--- config.mk ---
export PLATFORM = sky130hd
export DESIGN_NAME = golden_nonce_uart_tx
export DESIGN_NICKNAME = d
export VERILOG_FILES = /design/src/rtl/golden_nonce_uart_tx.sv
export SDC_FILE = /design/constraint.sdc
export NUM_CORES = 1
export LEC_CHECK = 0
export BUFFER_PORTS_ARGS = -buffer_cell sky130_fd_sc_hd__buf_2
export CAP_MARGIN = 20
export CORE_MARGIN = 5
export CORE_UTILIZATION = 55
export CTS_CLUSTER_SIZE = 14
export DETAILED_ROUTE_END_ITERATION = 8
export GPL_TIMING_DRIVEN = 0
export PLACE_DENSITY = 0.79
export RECOVER_POWER = 100
export SYNTH_ARGS = -nofsm -noshare
export SYNTH_HDL_FRONTEND = slang
export SYNTH_SLANG_ARGS = --single-unit
--- constraint.sdc ---
create_clock -name clk -period 6 [get_ports clk]
set_clock_uncertainty 0.05 [all_clocks]
set_input_delay 0.3 -clock clk [delete_from_list [all_inputs] [get_ports clk]]
set_output_delay 0.3 -clock clk [all_outputs]
set_load 0.01 [all_outputs]
--- src/rtl/golden_nonce_uart_tx.sv ---
// -----------------------------------------------------------------------------
// golden_nonce_uart_tx
//
// Queues 32-bit golden nonces from a miner and sends each one over an 8N1 UART
// line, least-significant byte first. Each byte is sent LSB first. Each nonce
// is sent as four back-to-back 10-bit characters, which is 40 bit periods. One
// idle cycle (tx high) follows every nonce before the next queued nonce starts.
//
// Parameters
//   CLKS_PER_BIT  clock cycles per serial bit (2..65535)
//   FIFO_LOG2     log2 of the nonce FIFO depth
//
// Ports
//   clk           clock; all state changes on the rising edge
//   rst_n         synchronous active-low reset
//   golden_valid  single-cycle strobe: golden_nonce holds a new nonce
//   golden_nonce  32-bit nonce, captured when golden_valid=1
//   tx            serial output, idle high
//   busy          FIFO non-empty or a frame in progress
//   overflow      sticky: a nonce was dropped because the FIFO was full
//   fifo_count    nonces queued and not yet started
// -----------------------------------------------------------------------------
module golden_nonce_uart_tx #(
  parameter int CLKS_PER_BIT = 434,
  parameter int FIFO_LOG2    = 2
) (
  input  logic               clk,
  input  logic               rst_n,
  input  logic               golden_valid,
  input  logic [31:0]        golden_nonce,
  output logic               tx,
  output logic               busy,
  output logic               overflow,
  output logic [FIFO_LOG2:0] fifo_count
);

  localparam int                   DEPTH      = 1 << FIFO_LOG2;
  localparam logic [FIFO_LOG2:0]   FULL_COUNT = (FIFO_LOG2 + 1)'(DEPTH);
  localparam logic [FIFO_LOG2:0]   CNT_ONE    = (FIFO_LOG2 + 1)'(1);
  localparam logic [FIFO_LOG2-1:0] PTR_ONE    = FIFO_LOG2'(1);
  localparam logic [15:0]          LAST_TICK  = 16'(CLKS_PER_BIT - 1);

  typedef enum logic [1:0] {
    IDLE,
    START,
    DATA,
    STOP
  } state_e;

  // FIFO
  logic [31:0]          mem_q [DEPTH];
  logic [FIFO_LOG2-1:0] wr_ptr_q, wr_ptr_d;
  logic [FIFO_LOG2-1:0] rd_ptr_q, rd_ptr_d;
  logic [FIFO_LOG2:0]   count_q, count_d;
  logic                 overflow_q, overflow_d;
  logic                 fifo_empty, fifo_full, push, pop;

  // Transmitter
  state_e      state_q, state_d;
  logic        tx_q, tx_d;
  logic [31:0] shift_q, shift_d;
  logic [15:0] tick_q, tick_d;
  logic [2:0]  bit_idx_q, bit_idx_d;
  logic [1:0]  byte_idx_q, byte_idx_d;
  logic        tick_last;

  // ---------------------------------------------------------------------------
  // FIFO control. A pop only happens in IDLE. A push into a full FIFO is
  // accepted when that same edge pops, because the slot being freed is the one
  // being written.
  // ---------------------------------------------------------------------------
  always_comb begin
    // NOTE: every signal driven here gets a default first, so no path leaves
    // one unassigned and no latch is inferred.
    fifo_empty = (count_q == '0);
    fifo_full  = (count_q == FULL_COUNT);
    pop        = (state_q == IDLE) && !fifo_empty;
    push       = golden_valid && (!fifo_full || pop);

    wr_ptr_d   = push ? wr_ptr_q + PTR_ONE : wr_ptr_q;
    rd_ptr_d   = pop  ? rd_ptr_q + PTR_ONE : rd_ptr_q;

    case ({push, pop})
      2'b10:   count_d = count_q + CNT_ONE;
      2'b01:   count_d = count_q - CNT_ONE;
      default: count_d = count_q;
    endcase

    // A strobe that was not pushed was dropped.
    overflow_d = overflow_q | (golden_valid & ~push);
  end

  // NOTE: the nonce storage has no reset. The pointers and the count define
  // which entries are valid, so clearing them empties the FIFO.
  always_ff @(posedge clk) begin
    if (push) begin
      mem_q[wr_ptr_q] <= golden_nonce;
    end
  end

  // ---------------------------------------------------------------------------
  // Transmit FSM. tx is registered, so each state sets tx_d to the level the
  // line must carry from the next edge. The shift register moves right once
  // per data bit. After eight shifts, bit 0 holds the first bit of the next
  // byte, so the byte index only counts bytes.
  // ---------------------------------------------------------------------------
  assign tick_last = (tick_q == LAST_TICK);

  always_comb begin
    state_d    = state_q;
    tx_d       = tx_q;
    shift_d    = shift_q;
    tick_d     = tick_q;
    bit_idx_d  = bit_idx_q;
    byte_idx_d = byte_idx_q;

    // The bit-period counter restarts from zero on every bit boundary, so the
    // bit timing does not drift.
    if (state_q != IDLE) begin
      tick_d = tick_last ? 16'd0 : tick_q + 16'd1;
    end

    case (state_q)
      IDLE: begin
        tx_d = 1'b1;
        if (pop) begin
          shift_d    = mem_q[rd_ptr_q];
          byte_idx_d = 2'd0;
          bit_idx_d  = 3'd0;
          tick_d     = 16'd0;
          tx_d       = 1'b0;
          state_d    = START;
        end
      end

      START: begin
        if (tick_last) begin
          bit_idx_d = 3'd0;
          tx_d      = shift_q[0];
          state_d   = DATA;
        end
      end

      DATA: begin
        if (tick_last) begin
          shift_d = {1'b0, shift_q[31:1]};
          if (bit_idx_q == 3'd7) begin
            tx_d    = 1'b1;
            state_d = STOP;
          end else begin
            bit_idx_d = bit_idx_q + 3'd1;
            tx_d      = shift_q[1];
          end
        end
      end

      STOP: begin
        if (tick_last) begin
          if (byte_idx_q == 2'd3) begin
            tx_d    = 1'b1;
            state_d = IDLE;
          end else begin
            byte_idx_d = byte_idx_q + 2'd1;
            tx_d       = 1'b0;
            state_d    = START;
          end
        end
      end

      default: begin
        tx_d    = 1'b1;
        state_d = IDLE;
      end
    endcase
  end

  // ---------------------------------------------------------------------------
  // State registers with synchronous reset. Reset takes priority over any
  // strobe in the same cycle and abandons any frame in progress.
  // ---------------------------------------------------------------------------
  always_ff @(posedge clk) begin
    // NOTE: use non-blocking assignments so every register samples the values
    // from before the edge, whatever order the statements are in.
    if (!rst_n) begin
      state_q    <= IDLE;
      tx_q       <= 1'b1;
      shift_q    <= '0;
      tick_q     <= '0;
      bit_idx_q  <= '0;
      byte_idx_q <= '0;
      wr_ptr_q   <= '0;
      rd_ptr_q   <= '0;
      count_q    <= '0;
      overflow_q <= 1'b0;
    end else begin
      state_q    <= state_d;
      tx_q       <= tx_d;
      shift_q    <= shift_d;
      tick_q     <= tick_d;
      bit_idx_q  <= bit_idx_d;
      byte_idx_q <= byte_idx_d;
      wr_ptr_q   <= wr_ptr_d;
      rd_ptr_q   <= rd_ptr_d;
      count_q    <= count_d;
      overflow_q <= overflow_d;
    end
  end

  assign tx         = tx_q;
  assign busy       = (state_q != IDLE) || (count_q != '0);
  assign overflow   = overflow_q;
  assign fifo_count = count_q;

endmodule

==> impl_metrics.csv <==
group,metric,value,unit
status,status,"complete, but fails checks",
status,failed_checks,"capacitance limit, slew limit",
timing,max_freq,0.253,GHz
timing,rsz0062_at_grt,"no",
routing,vias,4833,
logic_synthesis,synthTopCellsByArea,"edfxtp_1, dfxtp_1, mux4_2",
timing,finalCriticalPeriod,3.95,ns
logic_synthesis,yosysSeqAreaShare,62.4,%
logic_synthesis,synth-simple-area-share,9.27,%
floorplanning,ios,41,
floorplanning,core.rowCount,44,
worst_setup_path,arrival,3.90,ns
logic_synthesis,yosysWarnings,0,
cts,cts_made_buffers,17,
logic_synthesis,synth_area_per_cell,14.5,um2
timing,tightest_slew,2.56,ns
cts,clock_latency,0.43,ns
global_route,grt_max_degree,33,
cts,tritoncts,"done",
global_route,grt_pass1_wl,25600,um
worst_setup_path,critPathMaxFanout,32,
power,p_clk_share,28.2,%
worst_setup_path,crit_slowest_cell,"and2_0",
floorplanning,die_h,133,um
timing,setup_viol,0,
timing,tns,0,ns
final_layout,post_route_cells_drive_above_1_share,17.3,%
power,p_per_area,451,nW/um2
routing,dr.pass1.iters,5,
place,hpwl,9800,um
floorplanning,die_area,17600,um2
routing,wl_met2,8120,um
worst_setup_path,path_class,"reg2reg",
power,power_frac_seq,41.3,%
final_layout,syn_to_final_growth,10.8,%
logic_synthesis,synth_seq_cells,194,
floorplanning,die_w,133,um
final_layout,nNetsFinal,677,
logic_synthesis,synth_cells,570,
routing,viasPerCell,5.86,
run,drv_cap,4,
global_route,grt_antenna_before_repair,0,
logic_synthesis,yosysUniqueCellTypes,60,
logic_synthesis,muxShareOfSynthArea,17.6,%
logic_synthesis,syn_nets,619,
cts,clk_pin_slew,0.07,ns
worst_setup_path,endpoint_kind,"register",
timing,relSlewSlack,-70.6,%
routing,met1_length,6210,um
cts,hold_buffers,0,
routing,drc,0,
timing,final_hold_viol_count,0,
power,cellInternalPower,2.85,mW
cts,clock-root-buffer,"clkbuf_16",
worst_setup_path,cp_cell_sequence,"inv_1, ha_1, clkbuf_1, nor4b_1, nor2b_1, and2_0",
logic_synthesis,syn_area,8280,um2
power,vdd_drop_max,0.355,mV
worst_hold_path,hp-class,"in2reg",
logic_synthesis,synth_xor_xnor_area_share,0.635,%
routing,routed_wl,15300,um
power,swShare,31.1,%
logic_synthesis,synth_top_area_cell,"edfxtp_1",
logic_synthesis,synth-edff-count,128,
cts,clock_sinks,194,
routing,dr_wl_met3,774,um
worst_setup_path,required,5.94,ns
power,switchingPower,1.29,mW
logic_synthesis,synth_most_common_cell,"edfxtp_1",
logic_synthesis,synth_compound_area_share,4.84,%
final_layout,final_core_utilization,62.6,%
routing,top_layer,"met4",
global_route,grt_usage,18.3,%
worst_setup_path,slowest_delay,1.93,ns
global_route,first_global_vias,5091,
cts,clk_path_buf_depth,2,
routing,drt_iter0_drc,322,
place,place_congestion,0.855,
place,numPortBuffers,39,
timing,slew_violations,132,
floorplanning,core,14600,um2
final_layout,diodes,0,
worst_setup_path,cp-start-kind,"register",
logic_synthesis,synth_top_family_by_area,"multiplexers",
power,combPwrFrac,30.5,%
cts,h-tree-depth,4,
logic_synthesis,synth_top_area_share,46.4,%
global_route,gr-total-overflow,0,
cts,post_cts_buffers,0,
logic_synthesis,synthAdderAreaFrac,2.21,%
routing,wl_per_cell,18.6,um
logic_synthesis,async_flop_share,0,%
cts,ctsResizeCount,0,
logic_synthesis,synthTopCellsByCount,"edfxtp_1, nand2_1, dfxtp_1",
routing,ant_nets,0,
logic_synthesis,synth_ff_type,"edfxtp_1",
power,leakagePower,3.19,nW
floorplanning,start_util,56.5,%
timing,timing.final.crit_share,65.9,%
layout by cell type (no fill, tap or decap), drive strengths merged, types with 15 or more instances in the layout:
cell type / Yosys / layout
mux2i: 40 / 40
inv: 12 / 19
dfxtp: 66 / 66
mux2: 30 / 30
nand2: 79 / 79
edfxtp: 128 / 128
mux4: 32 / 32
nor2: 15 / 15
clkbuf: 17 / 78
cells by family (layout without fill, tap and decap cells):
logic type / Yosys count / in the layout
AOI/OAI and AO/OA: 58 / 58
xor gates and xnor gates: 6 / 6
adders and majority gates: 14 / 14
buffers and inverters: 46 / 117
DFF: 194 / 194
muxes: 102 / 102
and+or+nand+nor: 150 / 150
through the flow:
stage / hold WS [ns] / power, mW / std cells / worst slack (ns) / instance area (um2)
5_1_grt: 0.0609 / 4.35 / 825 / 1.67 / 9170
4_1_cts: 0.0178 / 4.25 / 825 / 3.12 / 9320
3_3_place_gp: 0.392 / 3.03 / 793 / 2.66 / 8700
3_5_place_dp: 0.400 / 3.08 / 793 / 3.16 / 8710
6_report: 0.0748 / 4.14 / 825 / 2.05 / 9170
2_1_floorplan: 0.349 / 2.79 / 570 / 3.48 / 8280
worst paths after layout:
path                                     end  depth (start not counted)        startpoint  slack [ns]
worst max register to register  mem_q[1][28]                          6        state_q[0]        2.05
worst min register to register    shift_q[3]                          2        shift_q[3]        0.41
worst min-delay path            mem_q[2][16]                          1  golden_nonce[16]        0.07
worst max-delay path            mem_q[1][28]                          6        state_q[0]        2.05
worst max-delay path, delay by kind of cell, from the launching register on:
kind          cells  cell delay [ns]
flops             1             0.34
fa+ha+maj         1             0.19
buf+inv           2             0.47
simple gates      3             2.45
cell type report:
type                    count  area, um2
inverters                  13       48.8
multi-input cells         330       2820
flip-flops and latches    194       5160
clock buffers              18        429
repair buffers             39        149
plain buffers              33        144
clock inverters            14        186
well taps                 184        230
fillers                  1078       5470
power by group through the flow:
stage | combinational, mW | clock [mW] | sequential (mW)
floorplan | 1.08 | 0 | 1.71
global placement | 1.31 | 0 | 1.72
detailed placement | 1.35 | 0 | 1.73
CTS | 1.37 | 1.18 | 1.70
global route | 1.39 | 1.24 | 1.73
finish | 1.26 | 1.17 | 1.71
metal layers:
layer	vias to the layer above	track usage [%]
met5	-	0
met4	0	6.18
met3	20	5.28
met2	117	32.4
met1	2418	21.5
li1	2278	-
state kept, by name, summed over array words and instances, names as in the netlist, named ones only:
signal	cells
bit_idx_q	3
byte_idx_q	2
fifo_count	3
mem_q	128
overflow	1
rd_ptr_q	2
shift_q	32
state_q	2
tick_q	16
tx	1
wr_ptr_q	2
Note: power is estimated with default switching activity, not from simulation.
